**src/rtl/btn_debounce_pkg.sv**
```systemverilog
// Shared defaults and sizing helper for the button debouncer.
package btn_debounce_pkg;

  localparam int unsigned DEF_WIDTH          = 6;
  localparam int unsigned DEF_SYNC_STAGES    = 2;
  localparam int unsigned DEF_TICK_DIV       = 500;
  localparam int unsigned DEF_DEBOUNCE_TICKS = 100;

  // Bits needed to count 0..n-1, never narrower than one bit.
  function automatic int unsigned cnt_width(input int unsigned n);
    return (n <= 1) ? 1 : $clog2(n);
  endfunction

endpackage

```
**src/rtl/btn_debounce_chan.sv**
```systemverilog
// One debounce channel: synchronizer, stability counter, optional edge strobes.
// Strobes exist only when BTN_DEBOUNCE_EDGE_EN is defined.
module btn_debounce_chan
  import btn_debounce_pkg::*;
#(
  parameter int unsigned SYNC_STAGES    = DEF_SYNC_STAGES,
  parameter int unsigned DEBOUNCE_TICKS = DEF_DEBOUNCE_TICKS,
  parameter logic        INIT_BIT       = 1'b0
) (
  input  logic clk,
  input  logic reset_n,
  input  logic raw_i,
  input  logic tick_i,
  output logic level_o,
  output logic rise_o,
  output logic fall_o
);

  localparam int unsigned CNT_W = cnt_width(DEBOUNCE_TICKS);

  logic [SYNC_STAGES-1:0] sync_q;
  logic                   sync;
  logic [CNT_W-1:0]       cnt_q, cnt_d;
  logic                   level_q, level_d;

  assign sync = sync_q[SYNC_STAGES-1];

  // Counter only advances while the synchronized input disagrees with the accepted level.
  always_comb begin
    cnt_d   = cnt_q;
    level_d = level_q;
    if (sync == level_q) begin
      cnt_d = '0;
    end else if (tick_i) begin
      if (cnt_q == CNT_W'(DEBOUNCE_TICKS - 1)) begin
        level_d = sync;
        cnt_d   = '0;
      end else begin
        cnt_d = cnt_q + CNT_W'(1);
      end
    end
  end

  always_ff @(posedge clk or negedge reset_n) begin
    if (!reset_n) begin
      sync_q  <= {SYNC_STAGES{INIT_BIT}};
      cnt_q   <= '0;
      level_q <= INIT_BIT;
    end else begin
      sync_q  <= {sync_q[SYNC_STAGES-2:0], raw_i};
      cnt_q   <= cnt_d;
      level_q <= level_d;
    end
  end

  assign level_o = level_q;

`ifdef BTN_DEBOUNCE_EDGE_EN
  logic rise_q, fall_q;

  // Strobes register alongside level_q so they coincide with the new level.
  always_ff @(posedge clk or negedge reset_n) begin
    if (!reset_n) begin
      rise_q <= 1'b0;
      fall_q <= 1'b0;
    end else begin
      rise_q <= level_d & ~level_q;
      fall_q <= ~level_d & level_q;
    end
  end

  assign rise_o = rise_q;
  assign fall_o = fall_q;
`else
  assign rise_o = 1'b0;
  assign fall_o = 1'b0;
`endif

endmodule

```
**src/rtl/btn_debounce.sv**
```systemverilog
// Multi-channel button debouncer with a shared tick prescaler.
// Define BTN_DEBOUNCE_EDGE_EN to enable rise_pulse/fall_pulse strobes.
module btn_debounce
  import btn_debounce_pkg::*;
#(
  parameter int unsigned      WIDTH          = DEF_WIDTH,
  parameter int unsigned      SYNC_STAGES    = DEF_SYNC_STAGES,
  parameter int unsigned      TICK_DIV       = DEF_TICK_DIV,
  parameter int unsigned      DEBOUNCE_TICKS = DEF_DEBOUNCE_TICKS,
  parameter logic [WIDTH-1:0] INIT_LEVEL     = '0
) (
  input  logic             clk,
  input  logic             reset_n,
  input  logic [WIDTH-1:0] raw_in,
  output logic [WIDTH-1:0] level_out,
  output logic [WIDTH-1:0] rise_pulse,
  output logic [WIDTH-1:0] fall_pulse
);

  localparam int unsigned DIV_W = cnt_width(TICK_DIV);

  logic [DIV_W-1:0] div_q, div_d;
  logic             tick;

  // Free-running prescaler; tick marks the last count of each period.
  always_comb begin
    tick  = (div_q == DIV_W'(TICK_DIV - 1));
    div_d = tick ? '0 : div_q + DIV_W'(1);
  end

  always_ff @(posedge clk or negedge reset_n) begin
    if (!reset_n) begin
      div_q <= '0;
    end else begin
      div_q <= div_d;
    end
  end

  for (genvar g = 0; g < WIDTH; g++) begin : g_chan
    btn_debounce_chan #(
      .SYNC_STAGES   (SYNC_STAGES),
      .DEBOUNCE_TICKS(DEBOUNCE_TICKS),
      .INIT_BIT      (INIT_LEVEL[g])
    ) u_chan (
      .clk    (clk),
      .reset_n(reset_n),
      .raw_i  (raw_in[g]),
      .tick_i (tick),
      .level_o(level_out[g]),
      .rise_o (rise_pulse[g]),
      .fall_o (fall_pulse[g])
    );
  end

endmodule
```
**config.mk**
```make
export PLATFORM = sky130hd
export DESIGN_NAME = btn_debounce
export DESIGN_NICKNAME = d
export VERILOG_FILES = /design/src/rtl/btn_debounce_pkg.sv /design/src/rtl/btn_debounce_chan.sv /design/src/rtl/btn_debounce.sv
export SDC_FILE = /design/constraint.sdc
export NUM_CORES = 1
export LEC_CHECK = 0
export CAP_MARGIN = 20
export CORE_MARGIN = 3
export CORE_UTILIZATION = 30
export DETAILED_ROUTE_END_ITERATION = 8
export PLACE_DENSITY = 0.58
export SKIP_LAST_GASP = 1
export SLEW_MARGIN = 10
export SYNTH_ARGS = -nofsm -noshare
export SYNTH_HDL_FRONTEND = slang
export SYNTH_SLANG_ARGS = --single-unit
```
**constraint.sdc**
```tcl
create_clock -name clk -period 1.9 [get_ports clk]
set_clock_uncertainty 0.2 [all_clocks]
set_input_delay 0.38 -clock clk [delete_from_list [all_inputs] [get_ports clk]]
set_output_delay 0.38 -clock clk [all_outputs]
set_load 0.01 [all_outputs]
```
==> summary.txt <==
Cells and area
  • Layout cell share with drive strength beyond 1: 18.3%
  • Antenna cells: 0
  • Filler instances: 1065
  • Non-filler instance count after layout: about 530
  • Area of the multi-input gates: 0.00152 mm^2
  • Area used by sequential logic in the layout: 0.00173 mm^2
  • Number of nets at the end of the flow: 397
  • P&R area growth vs syn: 21.9%

Run
  • Total of max-cap violations: 0

Detailed routing
  • Via count: 2585
  • Routed wire per std cell: around 12 um
  • Post-detailed-routing wire length: 6500 um
  • First DRT Iteration DRCs: between 90 and 100
  • Number of routed nets with antenna violations: 0
  • Detailed-router iteration count before antenna repair: 4
  • Total DRC errors in the routed layout: 0
  • Drt via density: 4.91

Worst setup path
  • Depth of the worst register-to-register path: 6
  • Worst reg-to-reg setup slack: 0.01 ns
  • Worst Setup End Kind: flop
  • Critical path fanouts, max: 8
  • Highest cell delay on the worst timing path: 0.47 ns
  • Critical path required time: 1.98 ns
  • Data arrival time at the worst-slack endpoint: a little under 2 ns
  • Endpoint of the worst-slack reg-to-reg timing path: g_chan[1].u_chan.cnt_q[2]
  • Worst path buffer plus inverter count: 1
  • Worst Setup Path Type: reg2reg
  • Worst r2r src: div_q[1]
  • Category of cells accounting for the largest share of critical-path delay: simple AND/OR/NAND/NOR gates
  • CP cell instances: ha_4 -> nand4bb_4 -> or2_1 -> buf_6 -> or4_4 -> a21oi_2
  • Cell with the biggest individual delay on the critical path: sky130_fd_sc_hd__or4_4
  • Worst Setup Start Kind: flop

Timing
  • Unrepaired setup endpoints after global routing: yes
  • Number of pins exceeding their max-slew limit in the final report: 0
  • Max frequency: 0.530 GHz
  • Shortest clock period the worst path allows after layout: 1.89 ns
  • Number of failing setup endpoints in the final timing report: 0
  • Post-route worst setup slack: 0.0118 ns
  • Part of the cycle the worst path needs: 99.4%
  • Worst hold slack after final layout: 0.149 ns
  • Final sum of negative setup slack: 0 ns
  • Count of final hold-check violations: 0

Global route
  • Pin count of the biggest net entering global routing: 70
  • First-pass GRT wire length: 11400 um
  • Met1 capacity usage during global routing: 13.9%
  • Total global-route track usage: 11.3%
  • GR Util met2: 18.1%
  • Layer carrying the most global-route usage: met2
  • Global route total overflow: 0
  • Met3 Usage GRT: 3.32%
  • Via count of the first global-routing pass: between 2000 and 3000
  • Antenna violations before repair: 0

Synthesis
  • Seq/Total Area, Yosys: 51.3%
  • Syn Area/Cell: 10.0 um^2
  • Cell types occupying the most area after synthesis: sky130_fd_sc_hd__dfrtp_1 51%, sky130_fd_sc_hd__a21oi_1 4.2%, sky130_fd_sc_hd__xnor2_1 4.2%, sky130_fd_sc_hd__buf_4 4.0%, sky130_fd_sc_hd__nand2_1 3.8%
  • Netlist area before placement: 0.00336 mm^2
  • Syn Inst Count: 335
  • Synth cell types: 44
  • Post-synth EDFFs: 0
  • Share of synthesized flip-flops with an asynchronous set or reset: 100%
  • Primary flip-flop cell chosen by synthesis mapping: sky130_fd_sc_hd__dfrtp_1
  • Synth Warn #: 0
  • Fraction of post-synthesis cell area in the top cell type by area: approximately half
  • Flip-flop and latch count after synthesis: 69
  • Largest area contributor in the netlist: sky130_fd_sc_hd__dfrtp_1

Floorplanning
  • Chip Width: 112 um
  • Die span in y: 112 um
  • Die ar.: 0.0125 mm^2
  • Area inside the core boundary: approximately 0.011 mm^2
  • Number of placed I/O pins: 26
  • Initial core utilization: a little under a third
  • Standard-cell row count: 38

Hold path
  • Path class of the lowest-slack min-delay path: reg2reg
  • Worst Min Path Start: g_chan[2].u_chan.sync_q[0]
  • Hold Path End: g_chan[2].u_chan.sync_q[1]
  • Depth of the worst hold-timing path: 0

CTS
  • Number of sinks handled by clock tree synthesis: 69
  • Clock root cell: sky130_fd_sc_hd__clkbuf_8
  • TritonCTS Buffers: 9
  • H-tree depth: 3
  • Clock tree from TritonCTS: done
  • Worst-skew pair later-pin latency: 0.35 ns
  • CTS clock-pin slew for the worst setup and hold paths: 0.07 ns
  • CTS max path bufs: 2

Power and ir drop
  • Power density over cell area: ~670 mW/mm^2
  • Peak ir drop on the vdd network: between 0.0003 and 0.0004 V
  • Post-route total power: 2.76 mW
  • Leakage power total: 1.78 nW

Run status
  • Status: completed

Placed design
  • PortBufs: 13
  • Post-Place Setup Slack: -0.0394 ns
  • Placer congestion estimate: 0.796
  • Cell count after placement: 508
  • Half-perimeter wire length after detailed placement: 4410 um
-- logic make-up after synthesis --
group / count (synthesis) / synth area share [%]
multiplexers: 6 / 2.01
AND/OR/NAND/NOR: 130 / 19.8
XOR/XNOR: 19 / 4.95
AO/OA/AOI/OAI: 71 / 13.3
other: 1 / 0.112
adder cells (fa/ha/maj): 7 / 2.60
flip-flops: 69 / 51.3
buffers and inverters: 32 / 5.95
-- worst register-to-register path, delay by kind of cell, from the launching register on --
family / cells / cell delay [ns]
flip-flops: 1 / 0.39
buffers and inverters: 1 / 0.14
adder cells (fa/ha/maj): 1 / 0.16
AND/OR/NAND/NOR: 3 / 0.81
AO/OA/AOI/OAI: 1 / 0.12
-- power by group --
| group | total (mW) | internal (mW) | leakage [nW] | switching (mW) |
|---|---|---|---|---|
| Sequential | 1.49 | 1.48 | 0.922 | 0.00660 |
| Combinational | 0.0901 | 0.0313 | 0.759 | 0.0587 |
| Clock | 1.18 | 0.633 | 0.103 | 0.545 |
| Total | 2.76 | 2.15 | 1.78 | 0.611 |
-- metal layers --
metal  share of wire, %  routed length (um)
met3                3.1                 203
met4                2.1                 134
met2                 48                3120
met1                 47                3040
met5                  0                   0
-- worst max-delay path by stage --
stage               depth (start not counted)      from                         to  slack (ns)
finish                                      6  div_q[1]  g_chan[1].u_chan.cnt_q[2]        0.01
global route                                6  div_q[1]  g_chan[1].u_chan.cnt_q[2]       -0.06
CTS                                         7  div_q[1]  g_chan[5].u_chan.cnt_q[6]       -0.02
detailed placement                          7  div_q[1]  g_chan[0].u_chan.cnt_q[6]       -0.04
global placement                            6  div_q[1]  g_chan[1].u_chan.cnt_q[2]       0.003
floorplan                                   6  div_q[0]  g_chan[1].u_chan.cnt_q[2]        0.01
-- registers in the layout, indices dropped and copies added, names as in the netlist --
signal and cells:
div_q 9, g_chan.u_chan.cnt_q 42, g_chan.u_chan.level_o 6, g_chan.u_chan.sync_q 12
-- layout make-up --
type | count | area share [%]
tap | 140 | 4.27
clock buffer | 11 | 3.45
timing repair buffer | 53 | 11.6
sequential | 69 | 42.1
inverter | 4 | 0.366
clock inverter | 5 | 1.22
multi-input combinational | 245 | 37.0
-- per-stage QoR --
| stage | instance area [um^2] | util, % |
|---|---|---|
| 6_report | 4100 | 37.7 |
| 5_1_grt | 4100 | 37.7 |
| 4_1_cts | 4060 | 37.3 |
| 3_5_place_dp | 3840 | 35.2 |
| 3_3_place_gp | 3840 | 35.2 |
| 2_1_floorplan | 3420 | - |
-- layout by cell type (no fill, tap or decap), drive strengths merged, types with 2 or more instances in the layout --
master / Yosys / routed
dfrtp: 69 / 69
nor4b: 4 / 4
clkbuf: 3 / 11
a311oi: 11 / 11
xor2: 3 / 3
a31oi: 5 / 5
inv: 4 / 4
mux2: 6 / 6
nand2b: 3 / 3
or3: 3 / 3
clkinv: 0 / 4
nor2: 29 / 29
xnor2: 16 / 16
nor4: 2 / 2
and2: 3 / 3
nand4b: 3 / 3
buf: 25 / 40
conb: 1 / 12
or4: 2 / 2
nand4: 2 / 2
clkdlybuf4s50: 0 / 7
or2: 2 / 2
o211a: 2 / 2
o21ai: 16 / 16
and3: 3 / 3
nor3: 14 / 14
a32o: 2 / 2
dlymetal6s2s: 0 / 4
ha: 7 / 7
a2111oi: 3 / 3
nand3: 21 / 21
nand2: 34 / 34
a21oi: 28 / 28
-- cells in the mapped netlist, types with 4 or more instances --
master	instances
sky130_fd_sc_hd__dfrtp_1	69
sky130_fd_sc_hd__nand2_1	34
sky130_fd_sc_hd__nor2_1	29
sky130_fd_sc_hd__a21oi_1	28
sky130_fd_sc_hd__nand3_1	21
sky130_fd_sc_hd__buf_4	18
sky130_fd_sc_hd__o21ai_0	16
sky130_fd_sc_hd__xnor2_1	16
sky130_fd_sc_hd__nor3_1	14
sky130_fd_sc_hd__a311oi_1	11
sky130_fd_sc_hd__ha_1	7
sky130_fd_sc_hd__mux2_2	6
sky130_fd_sc_hd__a31oi_1	5
sky130_fd_sc_hd__buf_2	4
sky130_fd_sc_hd__inv_1	4
sky130_fd_sc_hd__nor4b_1	4
-- what timing repair did --
action / in CTS / in global routing
hold buffers: 1 / 0
gates resized for setup: 3 / 13
setup buffers: 2 / 0
endpoints found under the hold margin: 69 / 0
pin swaps: 2 / 4
endpoints found under the setup margin: 6 / 26
gates cloned: 0 / 0
Power figures use the tool's default switching activity.
